<file path="src/rtl/i2c_pkg.sv">
// Shared I2C definitions: FSM state encoding, R/W bit and ACK/NACK line levels.
package i2c_pkg;

    typedef enum logic [3:0] {
        ST_IDLE      = 4'd0,
        ST_ADDR      = 4'd1,
        ST_ADDR_ACK  = 4'd2,
        ST_PTR       = 4'd3,
        ST_PTR_ACK   = 4'd4,
        ST_WDATA     = 4'd5,
        ST_WDATA_ACK = 4'd6,
        ST_RDATA     = 4'd7,
        ST_RACK      = 4'd8
    } i2c_state_t;

    localparam logic I2C_WR = 1'b0;
    localparam logic I2C_RD = 1'b1;
    localparam logic ACK    = 1'b0;
    localparam logic NACK   = 1'b1;

    // Open-drain: a 0 on the line means pull low, a 1 means release.
    function automatic logic drive_for(input logic level);
        return ~level;
    endfunction

endpackage

</file>
<file path="src/rtl/i2c_bus_sync.sv">
// Synchronizes raw SCL/SDA into clk and detects SCL edges plus START/STOP conditions.
module i2c_bus_sync (
    input  logic clk,
    input  logic rst,
    input  logic scl,
    input  logic sda_in,
    output logic scl_rise,
    output logic scl_fall,
    output logic start_det,
    output logic stop_det,
    output logic sda_s
);

    logic [1:0] r_scl_sync;
    logic [1:0] r_sda_sync;
    logic       r_scl_d;
    logic       r_sda_d;
    logic       w_scl_s;

    // Reset to the idle-high bus level so leaving reset never fakes an edge.
    always_ff @(posedge clk or posedge rst) begin
        if (rst) begin
            r_scl_sync <= 2'b11;
            r_sda_sync <= 2'b11;
            r_scl_d    <= 1'b1;
            r_sda_d    <= 1'b1;
        end else begin
            r_scl_sync <= {r_scl_sync[0], scl};
            r_sda_sync <= {r_sda_sync[0], sda_in};
            r_scl_d    <= r_scl_sync[1];
            r_sda_d    <= r_sda_sync[1];
        end
    end

    assign w_scl_s   = r_scl_sync[1];
    assign sda_s     = r_sda_sync[1];
    assign scl_rise  =  w_scl_s & ~r_scl_d;
    assign scl_fall  = ~w_scl_s &  r_scl_d;
    assign start_det =  w_scl_s &  r_scl_d &  r_sda_d & ~sda_s;
    assign stop_det  =  w_scl_s &  r_scl_d & ~r_sda_d &  sda_s;

endmodule

</file>
<file path="src/rtl/i2c_target.sv">
// I2C target with pointer-addressed register file; define I2C_AUTOINC_EN for
// pointer auto-increment after each written byte and each ACKed read byte.
module i2c_target
    import i2c_pkg::*;
#(
    parameter logic [6:0] DEV_ADDR = 7'h50,
    parameter int         NREG     = 16,
    parameter int         HOLD     = 5,
    localparam int        PTR_W    = (NREG > 1) ? $clog2(NREG) : 1
) (
    input  logic             clk,
    input  logic             rst,
    input  logic             scl,
    input  logic             sda_in,
    output logic             sda_out,
    output logic             sda_en,
    output logic             busy,
    output logic             wr_stb,
    output logic [PTR_W-1:0] wr_addr,
    output logic [7:0]       wr_data
);

    localparam int HOLD_W = (HOLD > 0) ? $clog2(HOLD + 1) : 1;
`ifdef I2C_AUTOINC_EN
    localparam bit AUTOINC = 1'b1;
`else
    localparam bit AUTOINC = 1'b0;
`endif

    logic w_scl_rise, w_scl_fall, w_start_det, w_stop_det, w_sda_s;

    i2c_bus_sync u_bus_sync (
        .clk       (clk),
        .rst       (rst),
        .scl       (scl),
        .sda_in    (sda_in),
        .scl_rise  (w_scl_rise),
        .scl_fall  (w_scl_fall),
        .start_det (w_start_det),
        .stop_det  (w_stop_det),
        .sda_s     (w_sda_s)
    );

    i2c_state_t       r_state, w_next_state;
    logic [3:0]       r_bit_cnt;
    logic [7:0]       r_shift;
    logic             r_rw;
    logic             r_mack;
    logic [PTR_W-1:0] r_ptr;
    logic             r_ptr_set;
    logic [7:0]       r_regs [NREG];
    logic             r_sda_en;
    logic             r_pend_en;
    logic [HOLD_W-1:0] r_hold_cnt;
    logic             r_busy;
    logic             r_wr_stb;
    logic [PTR_W-1:0] r_wr_addr;
    logic [7:0]       r_wr_data;

    logic             w_abort, w_sched, w_sched_val;
    logic             w_load_ptr, w_do_write, w_load_rd, w_ptr_inc;
    logic             w_busy_set, w_busy_clr;
    logic [7:0]       w_shift_in;
    logic [7:0]       w_rd_byte;
    logic [PTR_W-1:0] w_ptr_next;

    assign w_shift_in = {r_shift[6:0], w_sda_s};
    assign w_rd_byte  = r_regs[r_ptr];
    assign w_ptr_next = (r_ptr == PTR_W'(NREG - 1)) ? '0 : r_ptr + 1'b1;
    assign w_abort    = w_start_det | w_stop_det;

    // NOTE: sequential state uses non-blocking assignments only; the
    // combinational block below uses blocking ones.
    always_ff @(posedge clk or posedge rst) begin
        if (rst) r_state <= ST_IDLE;
        else     r_state <= w_next_state;
    end

    always_comb begin
        // NOTE: every output gets a default first so no path can infer a latch.
        w_next_state = r_state;
        w_sched      = 1'b0;
        w_sched_val  = 1'b0;
        w_load_ptr   = 1'b0;
        w_do_write   = 1'b0;
        w_load_rd    = 1'b0;
        w_ptr_inc    = 1'b0;
        w_busy_set   = 1'b0;
        w_busy_clr   = 1'b0;
        if (w_start_det) begin
            w_next_state = ST_ADDR;
        end else if (w_stop_det) begin
            w_next_state = ST_IDLE;
        end else begin
            case (r_state)
                ST_ADDR: if (w_scl_rise && r_bit_cnt == 4'd7) begin
                    if (w_shift_in[7:1] == DEV_ADDR) begin
                        w_next_state = ST_ADDR_ACK;
                        w_busy_set   = 1'b1;
                    end else begin
                        w_next_state = ST_IDLE;
                        w_busy_clr   = 1'b1;
                    end
                end
                ST_ADDR_ACK: if (w_scl_fall) begin
                    w_sched = 1'b1;
                    if (r_bit_cnt == 4'd8) begin
                        w_sched_val = drive_for(ACK);
                    end else if (r_rw == I2C_RD) begin
                        // Releasing the ACK and presenting the first data bit coincide.
                        w_load_rd    = 1'b1;
                        w_sched_val  = drive_for(w_rd_byte[7]);
                        w_next_state = ST_RDATA;
                    end else begin
                        w_next_state = r_ptr_set ? ST_WDATA : ST_PTR;
                    end
                end
                ST_PTR: if (w_scl_rise && r_bit_cnt == 4'd7) begin
                    if (32'(w_shift_in) >= NREG) begin
                        w_next_state = ST_IDLE;
                        w_busy_clr   = 1'b1;
                    end else begin
                        w_load_ptr   = 1'b1;
                        w_next_state = ST_PTR_ACK;
                    end
                end
                ST_PTR_ACK, ST_WDATA_ACK: if (w_scl_fall) begin
                    w_sched = 1'b1;
                    if (r_bit_cnt == 4'd8) w_sched_val  = drive_for(ACK);
                    else                   w_next_state = ST_WDATA;
                end
                ST_WDATA: if (w_scl_rise && r_bit_cnt == 4'd7) begin
                    w_do_write   = 1'b1;
                    w_ptr_inc    = AUTOINC;
                    w_next_state = ST_WDATA_ACK;
                end
                ST_RDATA: if (w_scl_fall) begin
                    w_sched = 1'b1;
                    if (r_bit_cnt == 4'd8) w_next_state = ST_RACK;
                    else                   w_sched_val  = drive_for(r_shift[6]);
                end
                ST_RACK: begin
                    if (w_scl_rise && w_sda_s == ACK) w_ptr_inc = AUTOINC;
                    if (w_scl_fall && r_bit_cnt == 4'd9) begin
                        w_sched = 1'b1;
                        if (r_mack == ACK) begin
                            w_load_rd    = 1'b1;
                            w_sched_val  = drive_for(w_rd_byte[7]);
                            w_next_state = ST_RDATA;
                        end else begin
                            w_next_state = ST_IDLE;
                            w_busy_clr   = 1'b1;
                        end
                    end
                end
                ST_IDLE: ;
                default: w_next_state = ST_IDLE;
            endcase
        end
    end

    // Bit counter runs 1..8 over data bits and reaches 9 on the ACK clock.
    always_ff @(posedge clk or posedge rst) begin
        if (rst) begin
            r_bit_cnt <= '0;
            r_shift   <= '0;
            r_rw      <= I2C_WR;
            r_mack    <= NACK;
        end else if (w_abort) begin
            r_bit_cnt <= '0;
        end else begin
            if (w_scl_rise && r_state != ST_IDLE)
                r_bit_cnt <= r_bit_cnt + 1'b1;
            else if (w_scl_fall && r_bit_cnt == 4'd9)
                r_bit_cnt <= '0;

            if (w_load_rd)
                r_shift <= w_rd_byte;
            else if (w_scl_rise && r_state inside {ST_ADDR, ST_PTR, ST_WDATA})
                r_shift <= w_shift_in;
            else if (w_scl_fall && r_state == ST_RDATA && r_bit_cnt != 4'd8)
                r_shift <= {r_shift[6:0], 1'b0};

            if (w_scl_rise && r_state == ST_ADDR && r_bit_cnt == 4'd7) r_rw   <= w_sda_s;
            if (w_scl_rise && r_state == ST_RACK)                      r_mack <= w_sda_s;
        end
    end

    // SDA changes only HOLD clocks after the SCL fall that scheduled it.
    always_ff @(posedge clk or posedge rst) begin
        if (rst) begin
            r_sda_en   <= 1'b0;
            r_pend_en  <= 1'b0;
            r_hold_cnt <= '0;
        end else if (w_abort) begin
            r_sda_en   <= 1'b0;
            r_hold_cnt <= '0;
        end else if (w_sched) begin
            r_pend_en <= w_sched_val;
            if (HOLD == 0) r_sda_en   <= w_sched_val;
            else           r_hold_cnt <= HOLD_W'(HOLD);
        end else if (r_hold_cnt == HOLD_W'(1)) begin
            r_sda_en   <= r_pend_en;
            r_hold_cnt <= '0;
        end else if (r_hold_cnt != '0) begin
            r_hold_cnt <= r_hold_cnt - 1'b1;
        end
    end

    always_ff @(posedge clk or posedge rst) begin
        if (rst) begin
            // NOTE: the register file has a defined reset value, so it is
            // cleared here rather than left as uninitialised memory.
            for (int i = 0; i < NREG; i++) r_regs[i] <= '0;
            r_ptr     <= '0;
            r_ptr_set <= 1'b0;
            r_wr_stb  <= 1'b0;
            r_wr_addr <= '0;
            r_wr_data <= '0;
            r_busy    <= 1'b0;
        end else begin
            r_wr_stb <= w_do_write;
            if (w_do_write) begin
                r_regs[r_ptr] <= w_shift_in;
                r_wr_addr     <= r_ptr;
                r_wr_data     <= w_shift_in;
            end

            if (w_load_ptr)     r_ptr <= PTR_W'(w_shift_in);
            else if (w_ptr_inc) r_ptr <= w_ptr_next;

            // The pointer stays valid across a repeated START until STOP.
            if (w_stop_det)      r_ptr_set <= 1'b0;
            else if (w_load_ptr) r_ptr_set <= 1'b1;

            if (w_stop_det || w_busy_clr) r_busy <= 1'b0;
            else if (w_busy_set)          r_busy <= 1'b1;
        end
    end

    assign sda_en  = r_sda_en;
    assign sda_out = ~r_sda_en;
    assign busy    = r_busy;
    assign wr_stb  = r_wr_stb;
    assign wr_addr = r_wr_addr;
    assign wr_data = r_wr_data;

endmodule

</file>
<file path="config.mk">
export PLATFORM = sky130hd
export DESIGN_NAME = i2c_target
export DESIGN_NICKNAME = d
export VERILOG_FILES = /design/src/rtl/i2c_pkg.sv /design/src/rtl/i2c_bus_sync.sv /design/src/rtl/i2c_target.sv
export SDC_FILE = /design/constraint.sdc
export NUM_CORES = 1
export LEC_CHECK = 0
export ABC_AREA = 1
export CAP_MARGIN = 20
export CORE_UTILIZATION = 59
export DETAILED_ROUTE_END_ITERATION = 8
export GPL_TIMING_DRIVEN = 0
export MAX_ROUTING_LAYER = met4
export PLACE_DENSITY = 0.76
export SYNTH_ARGS = -nofsm -noshare
export SYNTH_HDL_FRONTEND = slang
export SYNTH_HIERARCHICAL = 1
export SYNTH_SLANG_ARGS = --single-unit
</file>
<file path="constraint.sdc">
create_clock -name clk -period 11.61 [get_ports clk]
set_input_delay 1.7415 -clock clk [delete_from_list [all_inputs] [get_ports clk]]
set_output_delay 1.7415 -clock clk [all_outputs]
set_load 0.02 [all_outputs]
</file>
==> results of run 1 <==
-- sequential cells by signal (all words and copies together) (netlist names), 2 cells and up --
name and flops:
r_regs 128, wr_data 8, r_shift 7, r_bit_cnt 4, r_ptr 4, r_state 4
wr_addr 4, r_hold_cnt 3, u_bus_sync/r_scl_sync 2, u_bus_sync/r_sda_sync 2
-- power by group --
| part | internal, µW | switching (µW) |
|---|---|---|
| Clock | 296 | 253 |
| Combinational | 19.2 | 41.6 |
| Sequential | 618 | 4.76 |
-- through the flow --
stage	worst slack [ns]	total power (µW)	cells	instance area (µm²)
2_1_floorplan	5.295	679.6	933	8155
3_3_place_gp	3.026	693.5	1128	8566
3_5_place_dp	8.494	696.1	1129	8601
4_1_cts	8.390	1239	1161	9168
5_1_grt	8.374	1270	1161	9168
6_report	8.407	1232	1161	9168
-- area by class of cell --
class	instances	area (µm²)	share of cell area [%]
Buffer	47	230.2	2.511
Clock buffer	20	466.7	5.091
Clock inverter	12	100.1	1.092
Inverter	49	193.9	2.115
Multi-Input combinational cell	662	3351	36.55
Sequential cell	175	4388	47.86
Tap cell	176	220.2	2.402
Timing Repair Buffer	20	217.7	2.375
-- cell families after synthesis --
kind of cell	share of synthesized area [%]
AO/OA/AOI/OAI	17.40
XOR/XNOR	0.3222
adder cells (fa/ha/maj)	0.9205
buffers and inverters	5.109
flip-flops	53.80
multiplexers	0.2455
AND/OR/NAND/NOR	22.20
-- final timing paths --
kind	slack (ns)	endpoint
min reg2reg	0.36	u_bus_sync/r_sda_sync[1]
min	0.36	u_bus_sync/r_sda_sync[1]
max in group asynchronous	8.96	r_regs[97]
min in group asynchronous	1.72	wr_data[0]
max	8.41	sda_out
max reg2reg	8.96	r_regs[16]
-- cell usage after synthesis, types with 5 or more instances --
cell type and number:
sky130_fd_sc_hd__nor2_1 36, sky130_fd_sc_hd__buf_2 18, sky130_fd_sc_hd__a22oi_1 56, sky130_fd_sc_hd__inv_2 5
sky130_fd_sc_hd__dfstp_2 7, sky130_fd_sc_hd__nand2_2 18, sky130_fd_sc_hd__inv_1 43, sky130_fd_sc_hd__o21ai_2 32
sky130_fd_sc_hd__o21ai_0 67, sky130_fd_sc_hd__nand2_1 317, sky130_fd_sc_hd__dfrtp_1 168, sky130_fd_sc_hd__clkbuf_1 21
sky130_fd_sc_hd__a21oi_1 6, sky130_fd_sc_hd__nand3_1 23, sky130_fd_sc_hd__o21ai_1 65, sky130_fd_sc_hd__ha_1 6
-- worst max-delay path: cells and delay by family (launching register included) --
family   cells  cell delay (ns)
buf+inv      2             0.66
flops        1             0.37
-- layer usage --
metal	track usage, %	up-vias	part of all wire [%]
li1	-	3183	-
met1	45.87	3184	47
met2	46.50	236	45
met3	5.846	30	5.5
met4	10.86	0	2.3
met5	-	-	0
==> run_summary.xml, run 1 <==
<?xml version="1.0" encoding="UTF-8"?>
<metrics>
  <group name="yosys">
    <metric name="postSynth.topFlopCell" unit="">sky130_fd_sc_hd__dfrtp_1</metric>
    <metric name="synth.avg_cell_area" unit="µm²">8.741</metric>
    <metric name="ys_seq_elements" unit="">175</metric>
    <metric name="mappedNetlistNets" unit="">943</metric>
    <metric name="yosys_warnings" unit="">6</metric>
    <metric name="netlist.top_cell.by_area" unit="">sky130_fd_sc_hd__dfrtp_1</metric>
    <metric name="synth.cell_area" unit="µm²">8155</metric>
    <metric name="synth_cell_types" unit="">38</metric>
    <metric name="ys_seq_area_share" unit="%">53.80</metric>
    <metric name="yosysTopAreaCellShare" unit="%">51.55</metric>
    <metric name="synth_cells" unit="">933</metric>
    <metric name="synth_top_cells_by_area" unit="">sky130_fd_sc_hd__dfrtp_1 52%, sky130_fd_sc_hd__nand2_1 15%, sky130_fd_sc_hd__a22oi_1 5.2%, sky130_fd_sc_hd__o21ai_0 4.1%, sky130_fd_sc_hd__o21ai_1 4.0%</metric>
    <metric name="synth_edf_count" unit="">0</metric>
    <metric name="synth-async-reset-ratio" unit="%">100.0</metric>
  </group>
  <group name="sta">
    <metric name="period_needed" unit="ns">3.203</metric>
    <metric name="tightest_slew" unit="ns">0.9375</metric>
    <metric name="relative_slew_slack" unit="%">37.50</metric>
    <metric name="grt_setup_unrepaired" unit="">false</metric>
    <metric name="clock_skew" unit="ns">0.009532</metric>
    <metric name="hold_viol_final" unit="">0</metric>
    <metric name="finalSetupViolCount" unit="">0</metric>
    <metric name="timing_max_transition_violations_final" unit="">0</metric>
    <metric name="fmaxAchievable" unit="GHz">0.3122</metric>
    <metric name="setup_tns" unit="ns">0</metric>
    <metric name="final.period_utilization" unit="%">27.59</metric>
    <metric name="fin_hold_ws" unit="ns">0.3596</metric>
  </group>
  <group name="critical_path">
    <metric name="setup_cp_type" unit="">reg2out</metric>
    <metric name="r2r_cells" unit="">12</metric>
    <metric name="crit_path_max_fanout" unit="">2</metric>
    <metric name="startpoint" unit="">sda_en</metric>
    <metric name="type_of_element_capturing_the_critical_path" unit="">output port</metric>
    <metric name="critPathRequiredTime" unit="ns">9.87</metric>
    <metric name="path_cells" unit="">inv_1 &gt; clkdlybuf4s50_1</metric>
    <metric name="max_stage_delay" unit="ns">0.59</metric>
    <metric name="critical_path.reg2reg.startpoint" unit="">u_bus_sync/r_scl_sync[1]</metric>
    <metric name="startpoint_type" unit="">flop</metric>
    <metric name="worst-endpoint-arrival" unit="ns">1.46</metric>
    <metric name="cpMaxStageDelayCell" unit="">sky130_fd_sc_hd__clkdlybuf4s50_1</metric>
  </group>
  <group name="grt">
    <metric name="globalRouteOverflowTotal" unit="">0</metric>
    <metric name="grt_start_max_net_pins" unit="">127</metric>
    <metric name="grt_pass1_wl" unit="µm">33860</metric>
    <metric name="initial_antenna_violation_count" unit="">0</metric>
    <metric name="groute.usage.overall" unit="%">32.10</metric>
    <metric name="first_global_vias" unit="">6327</metric>
  </group>
  <group name="die">
    <metric name="std_cell_rows" unit="">42</metric>
    <metric name="start_util" unit="%">61.10</metric>
    <metric name="fp.coreArea" unit="µm²">13350</metric>
    <metric name="io_pins" unit="">20</metric>
    <metric name="fp.dieArea" unit="µm²">14300</metric>
    <metric name="die_h" unit="µm">119.6</metric>
    <metric name="die_x_extent" unit="µm">119.6</metric>
  </group>
  <group name="placement">
    <metric name="dp_hpwl" unit="µm">13700</metric>
    <metric name="numPortBuffers" unit="">19</metric>
    <metric name="place.gp.congestion" unit="">0.9378</metric>
  </group>
  <group name="power_and_ir_drop">
    <metric name="p_leak" unit="µW">0.004330</metric>
    <metric name="power.density" unit="nW/µm²">134.4</metric>
    <metric name="peakVddDrop" unit="mV">0.1172</metric>
  </group>
  <group name="clock_network">
    <metric name="hold_buffers" unit="">0</metric>
    <metric name="path_clk_slew" unit="ns">0.07</metric>
    <metric name="ctsRootBufferMaster" unit="">sky130_fd_sc_hd__clkbuf_16</metric>
    <metric name="post_cts_resize_count" unit="">0</metric>
    <metric name="cts_setup_buffers" unit="">0</metric>
    <metric name="cts_max_path_buffers" unit="">2</metric>
    <metric name="clock_insertion_delay_worst_skew" unit="ns">0.43</metric>
    <metric name="cts_tree" unit="">built</metric>
    <metric name="clock_tree.htree_level_count" unit="">4</metric>
    <metric name="tritoncts.num_buffers" unit="">17</metric>
    <metric name="cts.sinks" unit="">175</metric>
  </group>
  <group name="cells_and_area">
    <metric name="layout.nets" unit="">982</metric>
    <metric name="layout.cells.most_common" unit="">sky130_fd_sc_hd__nand2_1</metric>
    <metric name="most-common-layout-cells" unit="">317 x sky130_fd_sc_hd__nand2_1, 168 x sky130_fd_sc_hd__dfrtp_1, 67 x sky130_fd_sc_hd__o21ai_0</metric>
    <metric name="fill_cells" unit="">1078</metric>
    <metric name="layout-drive-gt1-share" unit="%">13.91</metric>
    <metric name="antennaDiodeCount" unit="">0</metric>
    <metric name="final_util" unit="%">68.68</metric>
    <metric name="area_growth" unit="%">12.41</metric>
  </group>
  <group name="worst_hold_path">
    <metric name="hp-class" unit="">reg2reg</metric>
    <metric name="min_from" unit="">u_bus_sync/r_sda_sync[0]</metric>
    <metric name="hold_path_depth" unit="">0</metric>
  </group>
  <group name="drt">
    <metric name="drt_first_iter_violations" unit="">680</metric>
    <metric name="post_dr_vias_cell" unit="">5.713</metric>
    <metric name="route.antenna.remaining_nets" unit="">0</metric>
    <metric name="final_wirelength" unit="µm">20600</metric>
    <metric name="wl_per_cell" unit="µm">17.75</metric>
    <metric name="drtPass1Iterations" unit="">5</metric>
    <metric name="vias" unit="">6633</metric>
    <metric name="remaining_drc_errors" unit="">0</metric>
  </group>
  <group name="outcome">
    <metric name="status" unit="">completed</metric>
  </group>
  <group name="job">
    <metric name="timing.max_cap.violations" unit="">0</metric>
  </group>
</metrics>
No activity file was read; power rests on OpenSTA's default activity.
==> inputs of run 2 (changes only) <==
--- a/config.mk
+++ b/config.mk
@@ -7,7 +7,7 @@
 export LEC_CHECK = 0
 export ABC_AREA = 1
 export CAP_MARGIN = 20
-export CORE_UTILIZATION = 59
+export CORE_UTILIZATION = 56
 export DETAILED_ROUTE_END_ITERATION = 8
 export GPL_TIMING_DRIVEN = 0
 export MAX_ROUTING_LAYER = met4
==> constraint.sdc (replaced) <==
create_clock -name clk -period 2.9 [get_ports clk]
set_input_delay 0.435 -clock clk [delete_from_list [all_inputs] [get_ports clk]]
set_output_delay 0.435 -clock clk [all_outputs]
set_load 0.02 [all_outputs]
==> run_summary.xml, run 2 (synthesized netlist as in run 1, its figures left out) <==
<?xml version="1.0" encoding="UTF-8"?>
<metrics>
  <group name="power_and_ir_drop">
    <metric name="post-layout-total-power" unit="µW">4852</metric>
    <metric name="p_leak" unit="µW">0.004348</metric>
    <metric name="peakVddDrop" unit="mV">0.4253</metric>
    <metric name="power.density" unit="nW/µm²">526.6</metric>
  </group>
  <group name="critical_path">
    <metric name="max_stage_delay" unit="ns">0.56</metric>
    <metric name="r2r_cells" unit="">12</metric>
    <metric name="critical_path.reg2reg.startpoint" unit="">u_bus_sync/r_scl_sync[1]</metric>
    <metric name="r2r_end" unit="">r_regs[32]</metric>
    <metric name="r2r_slack" unit="ns">0.24</metric>
    <metric name="setup_cp_type" unit="">reg2reg</metric>
    <metric name="critPathRequiredTime" unit="ns">3.17</metric>
    <metric name="cp_num_cells" unit="">12</metric>
    <metric name="type_of_element_capturing_the_critical_path" unit="">flop</metric>
    <metric name="crit_path_max_fanout" unit="">10</metric>
    <metric name="critical-path-top-delay-family" unit="">simple AND/OR/NAND/NOR gates</metric>
    <metric name="startpoint" unit="">u_bus_sync/r_scl_sync[1]</metric>
    <metric name="worst-endpoint-arrival" unit="ns">2.93</metric>
    <metric name="path_cells" unit="">inv_1 &gt; nor2_1 &gt; nand3_2 &gt; nor2_4 &gt; nand2_2 &gt; nor2_4 &gt; inv_4 &gt; nor2_2 &gt; nand2_1 &gt; clkbuf_1 &gt; nand2_1 &gt; o21ai_0</metric>
    <metric name="cpMaxStageDelayCell" unit="">sky130_fd_sc_hd__dfstp_2</metric>
    <metric name="startpoint_type" unit="">flop</metric>
    <metric name="critical_path_buf_inv_count" unit="">3</metric>
  </group>
  <group name="drt">
    <metric name="post_dr_vias_cell" unit="">5.758</metric>
    <metric name="wl_per_cell" unit="µm">17.46</metric>
    <metric name="remaining_drc_errors" unit="">0</metric>
    <metric name="final_wirelength" unit="µm">20420</metric>
    <metric name="drtPass1Iterations" unit="">5</metric>
    <metric name="vias" unit="">6731</metric>
    <metric name="route.antenna.remaining_nets" unit="">0</metric>
    <metric name="drt_first_iter_violations" unit="">669</metric>
  </group>
  <group name="placement">
    <metric name="dp_hpwl" unit="µm">14030</metric>
    <metric name="placement.setup.worst_slack" unit="ns">0.2827</metric>
    <metric name="place.gp.congestion" unit="">0.9654</metric>
    <metric name="numPortBuffers" unit="">19</metric>
    <metric name="postPlaceCellArea" unit="µm²">8675</metric>
  </group>
  <group name="die">
    <metric name="die_x_extent" unit="µm">122.7</metric>
    <metric name="fp.dieArea" unit="µm²">15050</metric>
    <metric name="std_cell_rows" unit="">43</metric>
    <metric name="start_util" unit="%">58.08</metric>
    <metric name="io_pins" unit="">20</metric>
    <metric name="die_h" unit="µm">122.7</metric>
    <metric name="fp.coreArea" unit="µm²">14040</metric>
  </group>
  <group name="grt">
    <metric name="grt_start_max_net_pins" unit="">36</metric>
    <metric name="globalRouteOverflowTotal" unit="">0</metric>
    <metric name="grt_pass1_wl" unit="µm">32920</metric>
    <metric name="groute.usage.overall" unit="%">30.24</metric>
    <metric name="first_global_vias" unit="">6240</metric>
    <metric name="initial_antenna_violation_count" unit="">0</metric>
  </group>
  <group name="cells_and_area">
    <metric name="registers.top_by_ff_count" unit="">r_regs</metric>
    <metric name="layout.cells.most_common" unit="">sky130_fd_sc_hd__nand2_1</metric>
    <metric name="area_growth" unit="%">12.98</metric>
    <metric name="antennaDiodeCount" unit="">0</metric>
    <metric name="max_ffs_per_register" unit="">128</metric>
    <metric name="layout.nets" unit="">986</metric>
    <metric name="layout-drive-gt1-share" unit="%">14.26</metric>
    <metric name="stdcell_area" unit="µm²">9214</metric>
    <metric name="final_util" unit="%">65.62</metric>
    <metric name="most-common-layout-cells" unit="">317 x sky130_fd_sc_hd__nand2_1, 168 x sky130_fd_sc_hd__dfrtp_1, 67 x sky130_fd_sc_hd__o21ai_0</metric>
  </group>
  <group name="clock_network">
    <metric name="cts_setup_buffers" unit="">0</metric>
    <metric name="cts_max_path_buffers" unit="">2</metric>
    <metric name="post_cts_resize_count" unit="">0</metric>
    <metric name="hold_buffers" unit="">0</metric>
    <metric name="clock_insertion_delay_worst_skew" unit="ns">0.43</metric>
    <metric name="cts_tree" unit="">built</metric>
    <metric name="cts.sinks" unit="">175</metric>
    <metric name="tritoncts.num_buffers" unit="">17</metric>
    <metric name="ctsRootBufferMaster" unit="">sky130_fd_sc_hd__clkbuf_16</metric>
    <metric name="path_clk_slew" unit="ns">0.07</metric>
    <metric name="clock_tree.htree_level_count" unit="">4</metric>
  </group>
  <group name="sta">
    <metric name="relative_slew_slack" unit="%">36.98</metric>
    <metric name="timing_max_transition_violations_final" unit="">0</metric>
    <metric name="tightest_slew" unit="ns">0.9419</metric>
    <metric name="final.period_utilization" unit="%">91.85</metric>
    <metric name="hold_viol_final" unit="">0</metric>
    <metric name="fmaxAchievable" unit="GHz">0.3754</metric>
    <metric name="clock_skew" unit="ns">0.01128</metric>
    <metric name="layout_setup_ws" unit="ns">0.2362</metric>
    <metric name="finalSetupViolCount" unit="">0</metric>
    <metric name="period_needed" unit="ns">2.664</metric>
    <metric name="setup_tns" unit="ns">0</metric>
    <metric name="grt_setup_unrepaired" unit="">false</metric>
  </group>
  <group name="job">
    <metric name="timing.max_cap.violations" unit="">0</metric>
  </group>
  <group name="worst_hold_path">
    <metric name="hp-class" unit="">in2async</metric>
  </group>
  <group name="outcome">
    <metric name="status" unit="">completed</metric>
  </group>
</metrics>
-- run 2: changes by cell type in the layout (fill, tap and decap cells not counted) --
| cell | previous run | this run |
|---|---|---|
| sky130_fd_sc_hd__buf_12 | 0 | 5 |
| sky130_fd_sc_hd__buf_16 | 1 | 0 |
| sky130_fd_sc_hd__clkbuf_8 | 3 | 0 |
| sky130_fd_sc_hd__clkinv_2 | 2 | 6 |
| sky130_fd_sc_hd__clkinv_4 | 3 | 2 |
| sky130_fd_sc_hd__clkinv_8 | 0 | 1 |
| sky130_fd_sc_hd__clkinvlp_4 | 2 | 3 |
| sky130_fd_sc_hd__inv_6 | 3 | 4 |
| sky130_fd_sc_hd__inv_8 | 3 | 0 |
-- run 2: worst max-delay path by stage --
stage                     slack, ns          to
after floorplan                0.31        busy
final                          0.24  r_regs[32]
after CTS                      0.27  r_regs[39]
after global routing           0.02   r_regs[0]
after detailed placement       0.28  r_regs[39]
after global placement        -1.10   r_regs[3]
-- run 2: worst reg2reg max path: stages, from the launching register on --
cell and delay [ns]:
sky130_fd_sc_hd__dfstp_2 0.56, sky130_fd_sc_hd__inv_1 0.04, sky130_fd_sc_hd__nor2_1 0.31, sky130_fd_sc_hd__nand3_2 0.16, sky130_fd_sc_hd__nor2_4 0.14, sky130_fd_sc_hd__nand2_2 0.09, sky130_fd_sc_hd__nor2_4 0.15, sky130_fd_sc_hd__inv_4 0.11
sky130_fd_sc_hd__nor2_2 0.20, sky130_fd_sc_hd__nand2_1 0.26, sky130_fd_sc_hd__clkbuf_1 0.31, sky130_fd_sc_hd__nand2_1 0.10, sky130_fd_sc_hd__o21ai_0 0.08
-- run 2: per-layer routing --
metal | track usage, % | share of wire, % | vias up
met2 | 43.64 | 45 | 266
li1 | - | - | 3182
met5 | - | 0 | -
met4 | 10.52 | 2.2 | 0
met3 | 5.948 | 6.8 | 32
met1 | 42.62 | 46 | 3251
-- run 2: layout make-up --
class | instances | area, µm²
clock buffers | 17 | 425.4
well taps | 180 | 225.2
flip-flops and latches | 175 | 4388
plain buffers | 47 | 230.2
fillers | 1159 | 4828
inverters | 49 | 190.2
clock inverters | 15 | 113.9
repair buffers | 24 | 290.3
multi-input cells | 662 | 3351
-- run 2: stage by stage --
| step | hold slack, ns | cells |
|---|---|---|
| finish | 0.3416 | 1169 |
| global placement | 0.3474 | 1132 |
| CTS | 0.3388 | 1169 |
| floorplan | 0.3452 | 933 |
| detailed placement | 0.3473 | 1137 |
| global route | 0.3593 | 1169 |
-- run 2: power breakdown --
part / internal [µW] / switching (µW)
Clock: 1100 / 997
Combinational: 86.5 / 169
Sequential: 2470 / 19.9
